File: config.mk
export PLATFORM = sky130hd
export DESIGN_NAME = color_loader_flat
export DESIGN_NICKNAME = d
export VERILOG_FILES = /design/src/rtl/color_pkg.sv /design/src/rtl/color_loader_if.sv /design/src/rtl/byte_timeout.sv /design/src/rtl/color_loader.sv /design/src/flat_wrapper.sv
export SDC_FILE = /design/constraint.sdc
export NUM_CORES = 1
export LEC_CHECK = 0
export BUFFER_PORTS_ARGS = -buffer_cell sky130_fd_sc_hd__buf_2
export CAP_MARGIN = 5
export CORE_UTILIZATION = 40
export DETAILED_ROUTE_END_ITERATION = 10
export PLACE_DENSITY = 0.62
export SLEW_MARGIN = 20
export SYNTH_ARGS = -nofsm -noshare
export SYNTH_HDL_FRONTEND = slang
export SYNTH_SLANG_ARGS = --single-unit
File: constraint.sdc
create_clock -name clk -period 1.8 [get_ports clk]
set_input_delay 0.09 -clock clk [delete_from_list [all_inputs] [get_ports clk]]
set_output_delay 0.09 -clock clk [all_outputs]
set_load 0.02 [all_outputs]
File: src/rtl/color_pkg.sv
// Shared constants and types for the color_loader frame assembler.
// Also defines the state encoding and the helper that packs a color triple.
package color_pkg;

  localparam logic [7:0] HEADER_BYTE      = 8'hC0;
  localparam int         NUM_QUAD         = 4;
  localparam int         FRAME_DATA_BYTES = 12;

  typedef enum logic [1:0] {
    IDLE   = 2'd0,
    DATA   = 2'd1,
    CSUM   = 2'd2,
    COMMIT = 2'd3
  } state_t;

  typedef logic [23:0] rgb_t;

  // The first byte of each triple lands in bits [23:16].
  function automatic rgb_t pack_rgb(input logic [7:0] r, input logic [7:0] g, input logic [7:0] b);
    return {r, g, b};
  endfunction

endpackage

File: src/rtl/color_loader_if.sv
// Load bus between color_loader (master) and color_processor (slave).
// The slave latches rgb0..rgb3 when color_valid is high.
interface color_loader_if;

  color_pkg::rgb_t rgb0;
  color_pkg::rgb_t rgb1;
  color_pkg::rgb_t rgb2;
  color_pkg::rgb_t rgb3;
  logic            color_valid;

  modport master (output rgb0, output rgb1, output rgb2, output rgb3, output color_valid);
  modport slave  (input  rgb0, input  rgb1, input  rgb2, input  rgb3, input  color_valid);

endinterface

File: src/rtl/byte_timeout.sv
// Inter-byte idle timer: counts enabled cycles without a clear and flags the
// cycle in which the count would reach TIMEOUT, so that edge aborts the frame.
module byte_timeout #(
  parameter int TMR_W   = 16,
  parameter int TIMEOUT = 50000
) (
  input  logic clk,
  input  logic rst,
  input  logic clear,
  input  logic enable,
  output logic expired
);

  localparam logic [TMR_W-1:0] LAST_COUNT = TMR_W'(TIMEOUT - 1);

  logic [TMR_W-1:0] timer;

  // A clear in the same cycle beats expiry, so an on-time byte is never lost.
  assign expired = enable && !clear && (timer == LAST_COUNT);

  // NOTE: sequential state uses non-blocking assignments so every register
  // samples the pre-edge values, independent of block ordering.
  always_ff @(posedge clk or negedge rst) begin
    if (!rst) begin
      timer <= '0;
    end else if (clear || !enable || expired) begin
      timer <= '0;
    end else begin
      timer <= timer + 1'b1;
    end
  end

endmodule

File: src/rtl/color_loader.sv
// Assembles HEADER + 12 data bytes + XOR checksum into four 24-bit colors and
// presents them on the load bus with a one-cycle color_valid strobe.
module color_loader
  import color_pkg::*;
#(
  parameter logic [7:0] HEADER  = HEADER_BYTE,
  parameter int         TIMEOUT = 50000,
  parameter int         TMR_W   = 16
) (
  input  logic           clk,
  input  logic           rst,
  input  logic [7:0]     byte_in,
  input  logic           byte_valid,
  color_loader_if.master load,
  output logic           busy,
  output logic           frame_err
);

  localparam logic [3:0] LAST_IDX = 4'(FRAME_DATA_BYTES - 1);

  state_t     state, state_next;
  logic [7:0] shadow [FRAME_DATA_BYTES];
  logic [3:0] count;
  logic [7:0] csum;
  rgb_t       rgb_q [NUM_QUAD];
  logic       color_valid_q;
  logic       frame_err_q;

  logic       expired;
  logic       in_frame;
  logic       commit_now;
  logic       err_now;

  assign in_frame = (state == DATA) || (state == CSUM);

  byte_timeout #(
    .TMR_W   (TMR_W),
    .TIMEOUT (TIMEOUT)
  ) u_timeout (
    .clk     (clk),
    .rst     (rst),
    .clear   (byte_valid),
    .enable  (in_frame),
    .expired (expired)
  );

  always_ff @(posedge clk or negedge rst) begin
    if (!rst) begin
      state <= IDLE;
    end else begin
      state <= state_next;
    end
  end

  // NOTE: every combinational output gets a default before the case so no
  // path leaves it unassigned and no latch is inferred.
  always_comb begin
    state_next = state;
    commit_now = 1'b0;
    err_now    = 1'b0;
    case (state)
      IDLE: begin
        if (byte_valid && (byte_in == HEADER)) state_next = DATA;
      end
      DATA: begin
        if (byte_valid) begin
          if (count == LAST_IDX) state_next = CSUM;
        end else if (expired) begin
          state_next = IDLE;
          err_now    = 1'b1;
        end
      end
      CSUM: begin
        if (byte_valid) begin
          if (byte_in == csum) begin
            state_next = COMMIT;
            commit_now = 1'b1;
          end else begin
            state_next = IDLE;
            err_now    = 1'b1;
          end
        end else if (expired) begin
          state_next = IDLE;
          err_now    = 1'b1;
        end
      end
      COMMIT: begin
        state_next = IDLE;
      end
      default: begin
        state_next = IDLE;
      end
    endcase
  end

  // NOTE: the shadow buffer is small and must read as zero after reset, so it
  // is reset explicitly rather than left as an unreset RAM.
  always_ff @(posedge clk or negedge rst) begin
    if (!rst) begin
      for (int i = 0; i < FRAME_DATA_BYTES; i++) shadow[i] <= '0;
      count <= '0;
      csum  <= '0;
    end else if (state == IDLE) begin
      if (byte_valid && (byte_in == HEADER)) begin
        count <= '0;
        csum  <= '0;
      end
    end else if ((state == DATA) && byte_valid) begin
      shadow[count] <= byte_in;
      csum          <= csum ^ byte_in;
      count         <= count + 1'b1;
    end
  end

  // Committed colors only move on a verified frame; everything else holds them.
  always_ff @(posedge clk or negedge rst) begin
    if (!rst) begin
      for (int q = 0; q < NUM_QUAD; q++) rgb_q[q] <= '0;
      color_valid_q <= 1'b0;
      frame_err_q   <= 1'b0;
    end else begin
      color_valid_q <= commit_now;
      frame_err_q   <= err_now;
      if (commit_now) begin
        for (int q = 0; q < NUM_QUAD; q++) begin
          rgb_q[q] <= pack_rgb(shadow[3*q], shadow[3*q+1], shadow[3*q+2]);
        end
      end
    end
  end

  assign load.rgb0        = rgb_q[0];
  assign load.rgb1        = rgb_q[1];
  assign load.rgb2        = rgb_q[2];
  assign load.rgb3        = rgb_q[3];
  assign load.color_valid = color_valid_q;
  assign frame_err        = frame_err_q;
  assign busy             = (state != IDLE);

endmodule
File: src/flat_wrapper.sv
// flat-port wrapper written by rule: the top's interface ports become plain ports
module color_loader_flat import color_pkg::*;
#(
  parameter logic [7:0] HEADER  = HEADER_BYTE,
  parameter int         TIMEOUT = 50000,
  parameter int         TMR_W   = 16
)
  (clk, rst, byte_in, byte_valid, busy, frame_err, load_rgb0, load_rgb1, load_rgb2, load_rgb3, load_color_valid);
  color_loader_if load_i ();
  input  logic clk;
  input  logic rst;
  input  logic [7:0] byte_in;
  input  logic byte_valid;
  output logic busy;
  output logic frame_err;
  output wire logic [$bits(load_i.rgb0)-1:0] load_rgb0;
  output wire logic [$bits(load_i.rgb1)-1:0] load_rgb1;
  output wire logic [$bits(load_i.rgb2)-1:0] load_rgb2;
  output wire logic [$bits(load_i.rgb3)-1:0] load_rgb3;
  output wire logic [$bits(load_i.color_valid)-1:0] load_color_valid;
  assign load_rgb0 = load_i.rgb0;
  assign load_rgb1 = load_i.rgb1;
  assign load_rgb2 = load_i.rgb2;
  assign load_rgb3 = load_i.rgb3;
  assign load_color_valid = load_i.color_valid;
  color_loader #(.HEADER(HEADER), .TIMEOUT(TIMEOUT), .TMR_W(TMR_W)) u_core (.clk(clk), .rst(rst), .byte_in(byte_in), .byte_valid(byte_valid), .load(load_i), .busy(busy), .frame_err(frame_err));
endmodule
Word level (Yosys, flattened, before mapping)
Cells that the tools add are included.
- output and inout bits: 99
- input bits: 11
- word-level logic and storage cells: 79
- flip-flop bits (word level): 224
- multiplexer cells: 25
- order comparisons: 2
- equal/unequal tests: 9
- add/subtract/negate cells: 2
- bitwise operators: 3
- reductions and logical operators: 16
- operators by type and width (kind ; number):
    $bwmux W96 ; 1
    $demux W8 S4 ; 1
    $mux W8 ; 4
    $add A16 B1 Y16 const B ; 1
    $eq A16 B16 Y1 const B ; 1
    $mux W16 ; 1
    $mux W2 ; 6
    $mux W4 ; 3
    $eq A8 B8 Y1 ; 1
    $eq A8 B8 Y1 const B ; 1
    $pmux W2 S4 ; 1
    $xor A8 B8 Y8 ; 1
    $mux W1 ; 7
    $reduce_and A2 Y1 ; 3
    $ge A5 B5 Y1 const B ; 1
    $logic_and A1 B1 Y1 ; 5
    $lt A5 B1 Y1 const B ; 1
    $not A4 Y5 ; 1
    $add A4 B1 Y4 const B ; 1
    $eq A2 B2 Y1 const B ; 2
    $eq A4 B4 Y1 const B ; 1
    $reduce_bool A2 Y1 ; 2
    $logic_or A1 B1 Y1 ; 3
    $ne A3 B3 Y1 const B ; 1
    6 further kinds ; 7

Depth between registers and ports, before layout
- word-level depth: 7
- depth in mapped cells: 8
- gate-level depth less buffers: 7

Cells and area by module
From an unflattened synthesis, not the netlist that was laid out.
- cell total of the unflattened synthesis: 610
- area total of the unflattened synthesis: 9110.0 sq um
- modules (own cells, without submodules) (module ; instances ; cells an instance ; seq. area each (sq um) ; area an instance (sq um)):
    color_loader ; 1 ; 528 ; 5205.0 ; 8181.6
    byte_timeout ; 1 ; 82 ; 400.4 ; 928.4

Least setup slack after synthesis
OpenSTA, ideal clock, no wires.
- path type: register -> register
- start: reg u_core.state[0]
- end: reg u_core.shadow[0] in the netlist's numbering
- stages on the path, launching flop included: 9
- path slack: -0.262 ns
- setup time: 0.125 ns
- arrival time: 1.937 ns
- path buffers: 2
- clock period less this slack: 2.062 ns
- data required time: 1.675 ns
- cell sequence: dfrtp_1 -> inv_1 -> ha_1 -> clkbuf_1 -> inv_2 -> nand3_1 -> clkbuf_1 -> nor2_2 -> mux2_2
- word-level cells in the longest chain between the ends: 3
- elaborated cells between the ends (all ways): 5
- classes of those cells: 1 x eq/ne; 1 x bitwise; 3 x reduce/logical
- ends and longest elaborated chain (element ; RTL line ; source):
    from (decl) ; color_loader.sv:21 ; state_t state, state_next;
    from (signal assigned) ; color_loader.sv:51 ; state <= state_next;
    $eq A2 B1 Y1 / $logic_not A2 Y1 (equally long branches) ; color_loader.sv:108, color_loader.sv:103 ;
    $logic_and A1 B1 Y1 / $not A1 Y1 (equally long branches) ; n/a ;
    $reduce_and A2 Y1 (no source line) * ; n/a ;
    to (signal, indexed assignment) ; color_loader.sv:109 ; shadow[count] <= byte_in;
    to (decl) ; color_loader.sv:22 ; logic [7:0] shadow [FRAME_DATA_BYTES];
Mark *: on every way between the ends. The rest lies on a longest branch, timed or not.
A chain may end at the register's enable or synchronous reset.

Worst setup path in the final report
- start: reg u_core.csum[2]
- end: reg u_core.rgb_q (netlist bit u_core.load.rgb1[1])
- word-level cells in the longest chain between the ends: 4
- ends and longest elaborated chain (element ; RTL line ; source):
    from (decl) ; color_loader.sv:24 ; logic [7:0] csum;
    from (signal assigned) ; color_loader.sv:110 ; csum <= csum ^ byte_in;
    $eq A8 B8 Y1 ; color_loader.sv:75 ; if (byte_in == csum) begin
    $mux W1 ; color_loader.sv:75 ;
    $mux W1 ; color_loader.sv:74 ; if (byte_valid) begin
    $mux W1 ; color_loader.sv:61 ; case (state)
    to (signal, indexed assignment) ; color_loader.sv:126 ; rgb_q[q] <= pack_rgb(shadow[3*q], shadow[3*q+1], shadow[3*q+2]);
    to (decl) ; color_loader.sv:25 ; rgb_t rgb_q [NUM_QUAD];
No other way between the ends.

==> impl_metrics.json <==
{
  "switching_share": 0.209,
  "clock_skew_ns": 0.0145,
  "outcome": "finished, violations left",
  "clk_path_buf_depth": 3,
  "tns_ns": -10.37,
  "top_layer": "met4",
  "die_h_um": 151,
  "place_worst_setup_slack_ns": -0.145,
  "cts-root-buf": "clkbuf_16",
  "period_share": 1.07,
  "crit_fanout": 15,
  "dieArea_mm2": 0.0228,
  "holdWs_ns": 0.0126,
  "crit_type": "reg2reg",
  "power_leakage_nw": 6.23,
  "numCtsBuffers": 24,
  "drc_errors": 0,
  "min_period_ns": 1.93,
  "cp.arrival_ns": 2.33,
  "fp-row-count": 54,
  "finalWorstSetupSlack_ns": -0.133,
  "wirelength_mm": 21.1,
  "critPathLaunchType": "flop",
  "async_flop_share": 1.00,
  "finalHoldViolations": 0,
  "internal-power_mw": 8.48,
  "synth-main-ff-cell": "dfrtp_1",
  "combPwrFrac": 0.042,
  "grt_usage": 0.190,
  "synth.distinct_cells": 40,
  "overflow": 0,
  "core_region_area_mm2": 0.0218,
  "ir_drop_uv": 543,
  "wire_per_inst_um": 19.4,
  "drt.antenna.violating_nets": 0,
  "final_core_util": 0.553,
  "pwr-share-seq": 0.475,
  "wl_met3_mm": 1.02,
  "yosysWarnings": 0,
  "dr_total_vias": 5535,
  "num_io_pins": 110,
  "grt_max_degree": 59,
  "pwr_density_cell_mw_per_mm2": 887,
  "viasPerCell": 5.10,
  "start_util": 0.407,
  "area_delta_synth_final_pct": 36.1,
  "grt_pass1_vias": 5941,
  "yosysTopAreaCell": "dfrtp_1",
  "synth_top_area_share": 0.632,
  "drive_gt1_frac": 0.554,
  "timing.final.max_slew_violations": 0,
  "clock_latency_ns": 0.52,
  "path_clk_slew_ns": 0.06,
  "worstHoldPathType": "in2reg",
  "cp-end-kind": "flop",
  "ys_seq_area_frac": 0.632,
  "drt_pass1_iterations": 4,
  "io_buffers": 109,
  "cp.required_ns": 2.19,
  "power.share.clock": 0.483,
  "syn_inst": 597,
  "max_freq_mhz": 517,
  "drt_iter0_drc": 196,
  "nets": 808,
  "p_switching_mw": 2.24,
  "cts_tree": "built",
  "dr_wl_met2_mm": 10.3,
  "antenna_cells": 0,
  "wl_met1_mm": 9.43,
  "hpwl_mm": 13.4,
  "finalSetupViolCount": 142,
  "syn-num-nets": 616,
  "synth.cell_area_mm2": 0.00888,
  "ys_ff_latch": 224,
  "routabilityCongestion": 0.844,
  "rsz0062_at_grt": "yes",
  "synth_edf_count": 0,
  "cts.htree.levels": 1,
  "fp.dieW_um": 151,
  "tightest_slew_ns": 0.564,
  "ys_top_cells_by_area": "dfrtp_1 (63%), mux2_2 (24%), xor2_1 (1.3%)",
  "cts_sinks": 224,
  "syn_area_per_cell_um2": 14.9,
  "relSlewSlack": 0.624,
  "violations": "setup timing",
  "antenna_found_initial": 1,
  "max-cap-violations": 0,
  "grt_pass1_wl_mm": 33.2
}
[flip-flops by register name (all words and copies together) (netlist names)]
name and count:
u_core.csum 8, u_core.count 4, u_core.u_timeout.timer 16, u_core.load.rgb3 24, u_core.frame_err 1, u_core.load.rgb1 24, u_core.load.rgb2 24, u_core.shadow 96
u_core.load.color_valid 1, u_core.state 2, u_core.load.rgb0 24
[cell usage in the layout (no fill, tap or decap), drive strengths merged, types with 4 or more instances in the layout]
| cell type | instances |
|---|---|
| bufinv | 4 |
| and2 | 4 |
| nand4 | 7 |
| inv | 7 |
| xnor2 | 11 |
| dfrtp | 224 |
| o21a | 8 |
| nor2 | 26 |
| a21oi | 16 |
| xor2 | 13 |
| ha | 8 |
| clkbuf | 37 |
| and3 | 4 |
| buf | 184 |
| nand2 | 22 |
| nand3 | 7 |
| mux2 | 192 |
[critical path: stages, from the launching register on]
cell and delay [ns]:
dfrtp_1 0.39, xnor2_1 0.16, nand4_1 0.21, nor3_4 0.32, buf_6 0.21, buf_12 0.18
mux2_2 0.34
[stage by stage]
| stage | std cells | area [um2] | total power, mW |
|---|---|---|---|
| floorplan | 597 | 9000 | 5.31 |
| global placement | 1021 | 10300 | 5.56 |
| detailed placement | 1021 | 10300 | 5.58 |
| CTS | 1080 | 11800 | 10.8 |
| global route | 1085 | 12100 | 11.1 |
| finish | 1085 | 12100 | 10.7 |
[final cells by class]
class	count	area, um2
Fill cell	1748	9740
Timing Repair Buffer	189	1480
Multi-Input combinational cell	343	3770
Sequential cell	224	5610
Tap cell	280	350
Clock inverter	7	135
Inverter	7	33.8
Clock buffer	35	703
[cell families after synthesis]
group / share of synthesized area
mux: 0.244
fa+ha+maj: 0.0113
flops: 0.632
compound gates: 0.0230
xor+xnor: 0.0237
buf+inv: 0.0148
simple gates: 0.0522
[cell usage after synthesis, types with 2 or more instances]
library cell and number:
dfrtp_1 224, mux2_2 187, nor2_1 25, nand2_1 22
a21oi_1 16, xor2_1 13, clkbuf_1 12, xnor2_1 11
buf_2 9, ha_1 8, o21a_1 8, nand3_1 7
inv_1 6, nand4_1 6, mux2_1 5, and2_1 4
and3_1 4, and4_1 3, o21ai_0 3, buf_4 2
nand3b_1 2, nor3_1 2
[power by group through the flow]
stage | Sequential [mW] | Clock, mW | Combinational [mW]
floorplan | 5.17 | 0 | 0.138
global placement | 5.18 | 0 | 0.384
detailed placement | 5.18 | 0 | 0.398
CTS | 5.09 | 5.28 | 0.424
global route | 5.09 | 5.50 | 0.497
finish | 5.09 | 5.18 | 0.452
[metal layers]
metal,vias to the layer above,GRT usage
met4,0,0.0405
li1,2500,-
met3,23,0.0295
met1,2896,0.264
met2,116,0.315
met5,-,0
[final timing paths]
check	start	end	slack [ns]	cells past startpoint
hold reg to reg	u_core.shadow[89]	u_core.load.rgb0[17]	0.50	1
setup reg to reg	u_core.csum[2]	u_core.load.rgb1[1]	-0.13	6
setup / recovery	u_core.csum[2]	u_core.load.rgb1[1]	-0.13	6
hold / removal	byte_in[5]	u_core.shadow[93]	0.01	2
max in group asynchronous	rst	u_core.load.rgb0[12]	1.00	3
min in group asynchronous	rst	u_core.load.rgb1[17]	0.10	2
[timing repair]
action / CTS / global route
pin swaps: 5 / 7
hold buffers: 3 / 0
cloned: 4 / 2
setup buffers: 10 / 3
endpoints found under the setup margin: 193 / 198
resized for setup: 113 / 34
hold endpoints to repair: 206 / 0
(Power assumes the default switching activity.)
